--- src/rtl/fetch_unit.sv ---
// Instruction fetch sequencer: issues addresses to a synchronous ROM, presents
// the returned instruction to decode, and handles stall, jumps and halt.
//
// state | meaning
// IDLE  | waiting for start; nothing valid
// PRIME | first fetch of a new stream in flight; output is a bubble
// RUN   | instr/pc carry a live instruction
// HALT  | halt opcode retired; done held until next start
module fetch_unit (
    input  logic        clk,
    input  logic        rst_n,
    input  logic        start,
    input  logic [9:0]  start_addr,
    input  logic        stall,
    input  logic        pc_jmp_abs,
    input  logic        pc_jmp_rel,
    input  logic        branch_taken,
    input  logic [9:0]  jmp_target,
    input  logic [7:0]  jmp_offset,
    output logic [9:0]  imem_addr,
    input  logic [8:0]  imem_rdata,
    output logic [8:0]  instr,
    output logic        instr_valid,
    output logic [9:0]  pc,
    output logic        done,
    output logic [15:0] retired
);

    localparam logic [8:0] HALT_OP = 9'h1FF;

    typedef enum logic [1:0] {IDLE, PRIME, RUN, HALT} state_t;

    state_t      state_q, state_d;
    logic [9:0]  fetch_pc_q, fetch_pc_d;
    logic [9:0]  pc_q, pc_d;
    logic        done_q, done_d;
    logic [15:0] retired_q, retired_d;

    logic        accept;
    logic        is_halt;
    logic        jump_taken;
    logic [9:0]  rel_target;
    logic [9:0]  jump_dest;

    assign accept     = (state_q == RUN) && !stall;
    assign is_halt    = (imem_rdata == HALT_OP);
    assign jump_taken = branch_taken && (pc_jmp_abs || pc_jmp_rel);
    assign rel_target = pc_q + {{2{jmp_offset[7]}}, jmp_offset};
    assign jump_dest  = pc_jmp_abs ? jmp_target : rel_target;

    always_ff @(posedge clk or negedge rst_n) begin
        if (!rst_n) begin
            state_q    <= IDLE;
            fetch_pc_q <= 10'd0;
            pc_q       <= 10'd0;
            done_q     <= 1'b0;
            retired_q  <= 16'd0;
        end else begin
            state_q    <= state_d;
            fetch_pc_q <= fetch_pc_d;
            pc_q       <= pc_d;
            done_q     <= done_d;
            retired_q  <= retired_d;
        end
    end

    always_comb begin
        state_d    = state_q;
        fetch_pc_d = fetch_pc_q;
        pc_d       = pc_q;
        done_d     = done_q;
        retired_d  = retired_q;
        imem_addr  = fetch_pc_q;
        case (state_q)
            IDLE, HALT: begin
                if (start) begin
                    fetch_pc_d = start_addr;
                    done_d     = 1'b0;
                    retired_d  = 16'd0;
                    state_d    = PRIME;
                end
            end
            PRIME: begin
                pc_d       = fetch_pc_q;
                fetch_pc_d = fetch_pc_q + 10'd1;
                state_d    = RUN;
            end
            RUN: begin
                if (!accept) begin
                    // re-read the held instruction so rdata stays put
                    imem_addr = pc_q;
                end else begin
                    if (retired_q != 16'hFFFF)
                        retired_d = retired_q + 16'd1;
                    if (is_halt) begin
                        done_d  = 1'b1;
                        state_d = HALT;
                    end else if (jump_taken) begin
                        fetch_pc_d = jump_dest;
                        state_d    = PRIME;
                    end else begin
                        pc_d       = fetch_pc_q;
                        fetch_pc_d = fetch_pc_q + 10'd1;
                    end
                end
            end
            default: state_d = IDLE;
        endcase
    end

    assign instr       = imem_rdata;
    assign instr_valid = (state_q == RUN);
    assign pc          = pc_q;
    assign done        = done_q;
    assign retired     = retired_q;

endmodule

--- config.mk ---
export PLATFORM = sky130hd
export DESIGN_NAME = fetch_unit
export DESIGN_NICKNAME = d
export VERILOG_FILES = /design/src/rtl/fetch_unit.sv
export SDC_FILE = /design/constraint.sdc
export NUM_CORES = 1
export LEC_CHECK = 0
export CAP_MARGIN = 40
export CORE_MARGIN = 1
export CORE_UTILIZATION = 40
export CTS_BUF_LIST = sky130_fd_sc_hd__clkbuf_4 sky130_fd_sc_hd__clkbuf_8 sky130_fd_sc_hd__clkbuf_16
export DETAILED_ROUTE_END_ITERATION = 10
export PLACE_DENSITY_LB_ADDON = 0.2
export SLEW_MARGIN = 15
export SYNTH_ARGS = -nofsm -noshare
export SYNTH_HDL_FRONTEND = slang
export SYNTH_SLANG_ARGS = --single-unit
export TNS_END_PERCENT = 1
--- constraint.sdc ---
create_clock -name clk -period 5.8 [get_ports clk]
set_clock_uncertainty 0.05 [all_clocks]
set_input_delay 1.16 -clock clk [delete_from_list [all_inputs] [get_ports clk]]
set_output_delay 1.16 -clock clk [all_outputs]
set_load 0.1 [all_outputs]
==> results of run 1 <==
-- metrics by stage --
step / area (µm²) / util, % / hold WS, ps / power, mW
3_3_place_gp: 3790 / 54.5 / 448 / 1.99
4_1_cts: 4470 / 64.4 / 474 / 2.37
5_1_grt: 4470 / 64.4 / 504 / 2.49
2_1_floorplan: 2920 / - / 426 / 1.69
3_5_place_dp: 4370 / 62.9 / 455 / 2.16
6_report: 4470 / 64.4 / 479 / 2.37
-- cells in the final DEF (no fill, tap or decap), drive strengths merged, types with 10 or more instances in the layout --
cell type / n
mux2: 20
nor3: 10
a21oi: 13
nor2: 21
o21ai: 22
xnor2: 19
nand2: 25
buf: 50
dfrtp: 39
ha: 14
clkdlybuf4s50: 79
-- layout make-up --
class	count	area [µm²]	share of cell area, %
Inverter	8	30.0	0.671
Timing Repair Buffer	129	1460	32.7
Sequential cell	39	976	21.8
Multi-Input combinational cell	246	1780	39.8
Tap cell	96	120	2.69
Clock buffer	8	104	2.32
-- sequential cells by signal (all words and copies together) (netlist names) --
register / flops
done: 1
fetch_pc_q: 10
pc: 10
retired: 16
state_q: 2
-- power groups by stage --
stage	sequential, mW	combinational (mW)	clock [mW]
3_5_place_dp	0.465	1.69	0
3_3_place_gp	0.461	1.53	0
6_report	0.460	1.70	0.210
2_1_floorplan	0.693	1.00	0
5_1_grt	0.474	1.79	0.228
4_1_cts	0.460	1.70	0.217
-- metal layers --
layer	part of all wire, %	track usage [%]
met5	0	0
met4	1.0	5.96
met3	7.2	3.89
met2	47	37.8
met1	45	31.1
-- worst max-delay path by stage --
stage                    start           end  slack, ps
finish                   stall  imem_addr[4]       1730
floorplan           state_q[0]  imem_addr[0]       2070
CTS                      stall  imem_addr[5]       1720
global placement         stall  imem_addr[7]       1730
detailed placement       stall  imem_addr[5]       1710
global route             stall  imem_addr[5]       1680
-- logic make-up (layout without fill, tap and decap cells) --
group,Yosys count,count (layout)
flops,39,39
compound gates,77,77
fa+ha+maj,15,15
mux,29,29
simple gates,103,103
xor+xnor,22,22
buf+inv,29,145
-- critical path, stage by stage --
cell	delay, ps
clkdlybuf4s50_1	480
nand2_1	560
mux2_2	420
buf_4	230
==> metrics, run 1 <==
outcome=finished clean; CTS max path bufs=2; Routed WL per cell=16.0 µm; final wirelength=8390 µm; DRT Pass-1 Iters=5; Worst EP required=4590 ps; leading post-synthesis cells by cell area=dfrtp_1, mux2_2, ha_1; min-delay worst type=reg -> reg; Gate power share=71.7%; H-tree levels=2; CP Launch Type=input port; Synthesized Nets=373; mux contribution to synthesized area=10.8%; Post-synth ARST share=100%; die span in y=87.5 µm; vias in the first global route=2,701; number of flops mapped to enable cells by yosys=0; gpl congestion=0.806; switching share of power=54.7%; Synth Area in Compound Gates=17.7%; port buffer count=90; DR iter-0 viols=242; Layout area overhead=53.0%; # nets final=488; Yosys reg bits=39; post-route setup slack=1730 ps; Synth Area in Simple Gates=19.2%; largest net degree at the start of global routing=22; # rows=30; clock share of power=8.9%; Synth Area in Adders=6.68%; Worst-Skew Late Latency=290 ps; arrival time worst endpoint=2860 ps; FF-to-FF End=fetch_pc_q[7]; crit-path max FO=12; post-synth top area share=33.4%; Hold Crit Endpoint=state_q[1]; area leader, netlist=dfrtp_1; Initial Utilization=42.1%; Fmax=0.246 GHz; unrepaired setup endpoints after global routing=false; Max-slew headroom=51.1%; placed cell count=518; Yosys cell types=53; Final setup viols=0; Non-Filler Instances=526; r2r setup slk=2860 ps; Syn Inst Count=314; grt ovf=0; Synth Area in XOR/XNOR=6.59%; dpl hpwl=6490 µm; post-synthesis sequential area ratio=33.4%; most common cell in the netlist=dfrtp_1; Inserted Clock Buffers=5; Reg clk slew, reported paths=80 ps; num ports=91; peak supply drop=0.426 mV; Int Power=1.07 mW; core area=6940 µm²; sequential power share=19.5%; Final ANT Viol Nets=0; pre-CTS setup slack=1710 ps; global-route usage over all layers=22.9%; largest family of logic cells by synthesized area=simple AND/OR/NAND/NOR gates; Pleak=1.90 nW; Residual DRC=0; post_cts resized=0; Final Hold Vio Count=0; commonest cells in the synthesized netlist=dfrtp_1, nand2_1, nor2_1, o21ai_0, mux2_2; reg2reg path depth=7; worst r2r src=state_q[0]; Post-CTS Repair Setup Buffers=0; layout cell share with drive strength beyond 1=20.0%; PD cells=529 nW/µm²; syn avg cell area=9.31 µm²; initial antenna violation count=0; hold depth=1; min-delay src=state_q[1]; Die W=87.5 µm; Pins Over Slew Limit=0; critical setup path kind=in -> out; worst slew pin tran=730 ps; YS warnings=0; Final Critical Period=4070 ps; fill count=585; Die ar.=7650 µm²; CP Capture Type=primary output; sw power=1.29 mW; CTS tree=done; Max Cap Viol=0; vias per inst=5.48; prevailing post-synth register cell=dfrtp_1; vias=2,882; ant diodes=0; Post-CTS Hold Fix Bufs=0; Root Driver=clkbuf_8; setup_tns=0 ps; Tcrit/Tclk final=70.1%; Cell Area, Synth=2920 µm²; CTS sink cnt=39; first-pass GRT wire length=13,500 µm
No activity file was read; power rests on OpenSTA's default activity.
==> run 2, diff against run 1 <==
clock period = 3.9 ns   (was 5.8 ns; I/O delays follow)
==> metrics, run 2 (same netlist as run 1, synthesis figures left out) <==
outcome=finished clean (unchanged); gpl congestion=0.777 (was 0.806); commonest non-fill, non-tap cell in the layout=clkdlybuf4s50_1 (unchanged); Worst-Skew Late Latency=290 ps (about the same); worst slew pin tran=760 ps (was 730 ps); Post-CTS Repair Setup Buffers=0 (unchanged); Die ar.=7650 µm² (unchanged); Final Util=64.0% (was 64.4%); crit-path max FO=7 (was 12); H-tree levels=2 (unchanged); CP Launch Type=input port (unchanged); Worst EP required=3070 ps (was 4590 ps); DR iter-0 viols=134 (was 242); # rows=30 (unchanged); core area=6940 µm² (unchanged); vias=2,805 (was 2,882); peak supply drop=0.566 mV (was 0.426 mV); max reg flops=16 (unchanged); max incr delay on CP=460 ps (was 560 ps); ordered list of cells on the worst path=clkdlybuf4s50_1 -> nand2_1 -> buf_4 -> mux2_2 -> buf_12 (was clkdlybuf4s50_1 -> nand2_1 -> mux2_2 -> buf_4); Post-CTS Hold Fix Bufs=0 (unchanged); layout cell share with drive strength beyond 1=21.0% (was 20.0%); Root Driver=clkbuf_8 (unchanged); sequential power share=18.5% (was 19.5%); min-delay worst type=in -> async (was reg -> reg); first-pass GRT wire length=13,500 µm (about the same); Reg clk slew, reported paths=80 ps (about the same); CP Capture Type=primary output (unchanged); initial antenna violation count=0 (unchanged); Final Hold Vio Count=0 (unchanged); vias in the first global route=2,708 (was 2,701); sw power=1.97 mW (was 1.29 mW); Die W=87.5 µm (unchanged); arrival time worst endpoint=2350 ps (was 2860 ps); setup_tns=0 ps (unchanged); num ports=91 (unchanged); Final setup viols=0 (unchanged); FF+latch area=976 µm² (unchanged); Inserted Clock Buffers=5 (unchanged); Slowest-stage cell, CP=clkdlybuf4s50_1 (was nand2_1); Initial Utilization=42.1% (unchanged); dpl hpwl=6330 µm (was 6490 µm); DRT Pass-1 Iters=5 (unchanged); fill count=596 (was 585); post_cts resized=0 (unchanged); unrepaired setup endpoints after global routing=false (unchanged); final wirelength=8260 µm (was 8390 µm); Int Power=1.74 mW (was 1.07 mW); critical setup path kind=in -> out (unchanged); ant diodes=0 (unchanged); # nets final=481 (was 488); Max Cap Viol=0 (unchanged); multi-input logic area=1780 µm² (unchanged); PD cells=835 nW/µm² (was 529 nW/µm²); Residual DRC=0 (unchanged); Final Critical Period=3180 ps; clock share of power=9.3% (was 8.9%); CTS max path bufs=2 (unchanged); largest net degree at the start of global routing=25 (was 22); CTS sink cnt=39 (unchanged); port buffer count=90 (unchanged); grt ovf=0 (unchanged); vias per inst=5.40 (was 5.48); Final ANT Viol Nets=0 (unchanged); die span in y=87.5 µm (unchanged); Fmax=0.315 GHz; switching share of power=53.0% (was 54.7%); Gate power share=72.2% (was 71.7%); Pins Over Slew Limit=0 (unchanged); commonest non-fill, non-tap cells in the layout=clkdlybuf4s50_1, dfrtp_1, buf_8 (unchanged); Layout area overhead=52.1% (was 53.0%); global-route usage over all layers=22.9% (about the same); Pleak=1.89 nW (was 1.90 nW); Tcrit/Tclk final=81.5%; Max-slew headroom=49.2% (was 51.1%); CTS tree=done (unchanged); Routed WL per cell=15.9 µm (was 16.0 µm)
run 2: changes by cell type in the layout (fill, tap and decap cells not counted), sizes merged:
| cell | previous run | this run |
|---|---|---|
| clkinv | 1 | 3 |
| bufinv | 0 | 1 |
| buf | 50 | 53 |
| clkbuf | 8 | 5 |
| clkdlybuf4s50 | 79 | 69 |
run 2: worst paths after layout:
| check | slack [ps] | endpoint | cells after the start | start |
|---|---|---|---|---|
| worst max-delay path | 720 | imem_addr[6] | 5 | stall |
| worst min-delay path | 370 | pc[4] | 1 | rst_n |
| worst max register to register | 1150 | fetch_pc_q[7] | 7 | state_q[0] |
| worst min register to register | 470 | state_q[1] | 1 | state_q[1] |
| max in group asynchronous | 2960 | fetch_pc_q[4] | 2 | rst_n |
| min in group clk | 470 | state_q[1] | 1 | state_q[1] |
run 2: final cells by class:
cell class	instances	share of cell area [%]
Multi-Input combinational cell	246	40.1
Timing Repair Buffer	122	32.1
Sequential cell	39	21.9
Tap cell	96	2.70
Clock buffer	5	1.55
Clock inverter	3	0.985
Inverter	8	0.675
run 2: power groups by stage:
stage	Combinational (mW)	Sequential, mW	Clock, mW
floorplan	1.49	1.03	0
global placement	2.46	0.688	0
detailed placement	2.67	0.692	0
CTS	2.68	0.684	0.357
global route	2.83	0.708	0.378
finish	2.68	0.686	0.345
run 2: through the flow:
step | instance area (µm²) | power [mW] | setup slack [ps] | hold WS [ps] | instances
after floorplan | 2920 | 2.52 | 546 | 426 | 314
after global placement | 3910 | 3.14 | 766 | 440 | 483
after detailed placement | 4330 | 3.36 | 741 | 450 | 511
after CTS | 4450 | 3.72 | 732 | 364 | 519
after global routing | 4450 | 3.92 | 653 | 378 | 519
final | 4450 | 3.71 | 723 | 370 | 519
run 2: worst max-delay path, delay by kind of cell:
family,cells,cell delay (ps)
simple gates,1,300
mux,1,380
buf+inv,3,880
run 2: metal layers:
| layer | vias up | routed length, µm | GRT usage, % | part of all wire [%] |
|---|---|---|---|---|
| met5 | - | 0 | 0 | 0 |
| met4 | 0 | 98 | 5.96 | 1.2 |
| met3 | 12 | 488 | 3.89 | 5.9 |
| met2 | 112 | 3800 | 36.6 | 46 |
| met1 | 1307 | 3880 | 32.1 | 47 |
| li1 | 1374 | - | - | - |
==> run 3, diff against run 2 <==
clock period = 2.6 ns   (was 3.9 ns; I/O delays follow)
==> metrics, run 3 (same netlist as run 1, synthesis figures left out) <==
outcome=finished clean (unchanged); PnR Total Power=5.46 mW (was 3.71 mW); reg2reg path depth=7 (unchanged); commonest non-fill, non-tap cells in the layout=buf_4, clkdlybuf4s50_1, dfrtp_1 (was clkdlybuf4s50_1, dfrtp_1, buf_8); ant diodes=0 (unchanged); first-pass GRT wire length=12,900 µm (was 13,500 µm); commonest non-fill, non-tap cell in the layout=buf_4 (was clkdlybuf4s50_1); vias=2,770 (was 2,805); unrepaired setup endpoints after global routing=false (unchanged); DR iter-0 viols=134 (unchanged); # rows=30 (unchanged); Final ANT Viol Nets=0 (unchanged); max reg flops=16 (unchanged); Non-Filler Instances=503 (was 519); CTS max path bufs=2 (unchanged); Max Cap Viol=0 (unchanged); initial antenna violation count=0 (unchanged); worst slew pin tran=575 ps (was 760 ps); CTS tree=done (unchanged); Final Critical Period=2500 ps; Post-CTS Repair Setup Buffers=0 (unchanged); Final Hold Vio Count=0 (unchanged); Worst-Skew Late Latency=290 ps (about the same); Die W=87.5 µm (unchanged); final wirelength=7740 µm (was 8260 µm); crit path from=jmp_offset[0] (was stall); Slowest-stage cell, CP=fa_1 (was clkdlybuf4s50_1); DP Area=4090 µm² (was 4330 µm²); ordered list of cells on the worst path=clkdlybuf4s50_1 -> ha_1 -> fa_1 -> a21o_1 -> a221o_1 -> a31oi_2 -> mux2i_1 -> a22oi_1 (was clkdlybuf4s50_1 -> nand2_1 -> buf_4 -> mux2_2 -> buf_12); peak supply drop=0.602 mV (was 0.566 mV); Reg clk slew, reported paths=80 ps (about the same); core area=6940 µm² (unchanged); Residual DRC=0 (unchanged); vias in the first global route=2,640 (was 2,708); gpl congestion=0.915 (was 0.777); Layout area overhead=44.1% (was 52.1%); DRT Pass-1 Iters=4 (was 5); global-route usage over all layers=21.7% (was 22.9%); die span in y=87.5 µm (unchanged); Routed WL per cell=15.4 µm (was 15.9 µm); FF-to-FF End=fetch_pc_q[8] (was fetch_pc_q[7]); Die ar.=7650 µm² (unchanged); Pleak=1.88 nW (was 1.89 nW); Post-CTS Hold Fix Bufs=0 (unchanged); Initial Utilization=42.1% (unchanged); largest net degree at the start of global routing=22 (was 25); Hold Slack=134 ps (was 370 ps); H-tree levels=2 (unchanged); design area=4210 µm² (was 4450 µm²); Tcrit/Tclk final=96.3%; post-route setup slack=97.1 ps (was 723 ps); critical setup path kind=in -> reg (was in -> out); placed cell count=495 (was 511); Root Driver=clkbuf_8 (unchanged); CP Launch Type=input port (unchanged); setup_tns=0 ps (unchanged); worst r2r src=pc[0] (was state_q[0]); dpl hpwl=6030 µm (was 6330 µm); # nets final=465 (was 481); Final setup viols=0 (unchanged); Fmax=0.400 GHz; port buffer count=90 (unchanged); CP Capture Point=fetch_pc_q[8] (was imem_addr[6]); crit-path max FO=2 (was 7); Pins Over Slew Limit=0 (unchanged); Inserted Clock Buffers=5 (unchanged); num ports=91 (unchanged); CTS sink cnt=39 (unchanged); max incr delay on CP=410 ps (was 460 ps); r2r setup slk=330 ps (was 1150 ps); pre-CTS setup slack=-215 ps (was 741 ps); Final Util=60.7% (was 64.0%); PD cells=1300 nW/µm² (was 835 nW/µm²); arrival time worst endpoint=2620 ps (was 2350 ps); layout cell share with drive strength beyond 1=25.1% (was 21.0%); vias per inst=5.51 (was 5.40); grt ovf=0 (unchanged); Max-slew headroom=61.6% (was 49.2%); CP Capture Type=flop (was primary output); Worst EP required=2720 ps (was 3070 ps); min-delay worst type=in -> async (unchanged)
run 3: area by class of cell:
type	count	area (µm²)
fill	600	2730
clock inverter	3	43.8
timing repair buffer	106	1140
tap	96	120
multi-input combinational	246	1840
inverter	8	30.0
sequential	39	976
clock buffer	5	68.8
run 3: repair_timing:
| item | in CTS | in global routing |
|---|---|---|
| hold endpoints to repair | 0 | 0 |
| setup endpoints to repair | 0 | 1 |
| resized for setup | 0 | 1 |
run 3: worst min path at each step:
stage | slack [ps] | endpoint | startpoint
3_5_place_dp | 460 | pc[6] | rst_n
2_1_floorplan | 170 | done | rst_n
6_report | 130 | pc[6] | rst_n
3_3_place_gp | 460 | pc[5] | rst_n
5_1_grt | 170 | pc[9] | rst_n
4_1_cts | 140 | pc[8] | rst_n
run 3: worst max-delay path, delay by kind of cell:
family | cells | cell delay (ps)
AOI/OAI and AO/OA | 4 | 870
adders and majority gates | 2 | 630
muxes | 1 | 200
buffers and inverters | 1 | 400
run 3: layer usage:
layer | GRT usage, % | vias to the layer above | part of all wire (%)
met4 | 5.22 | 0 | 1.4
met3 | 3.79 | 12 | 5.2
met1 | 29.6 | 1318 | 45
met2 | 35.8 | 97 | 49
li1 | - | 1343 | -
met5 | 0 | - | 0
run 3: report_power, final:
group | switching (mW) | total [mW] | internal, mW
combinational | 2.45 | 3.92 | 1.47
clock | 0.220 | 0.505 | 0.286
sequential | 0.246 | 1.04 | 0.790
total | 2.91 | 5.46 | 2.55
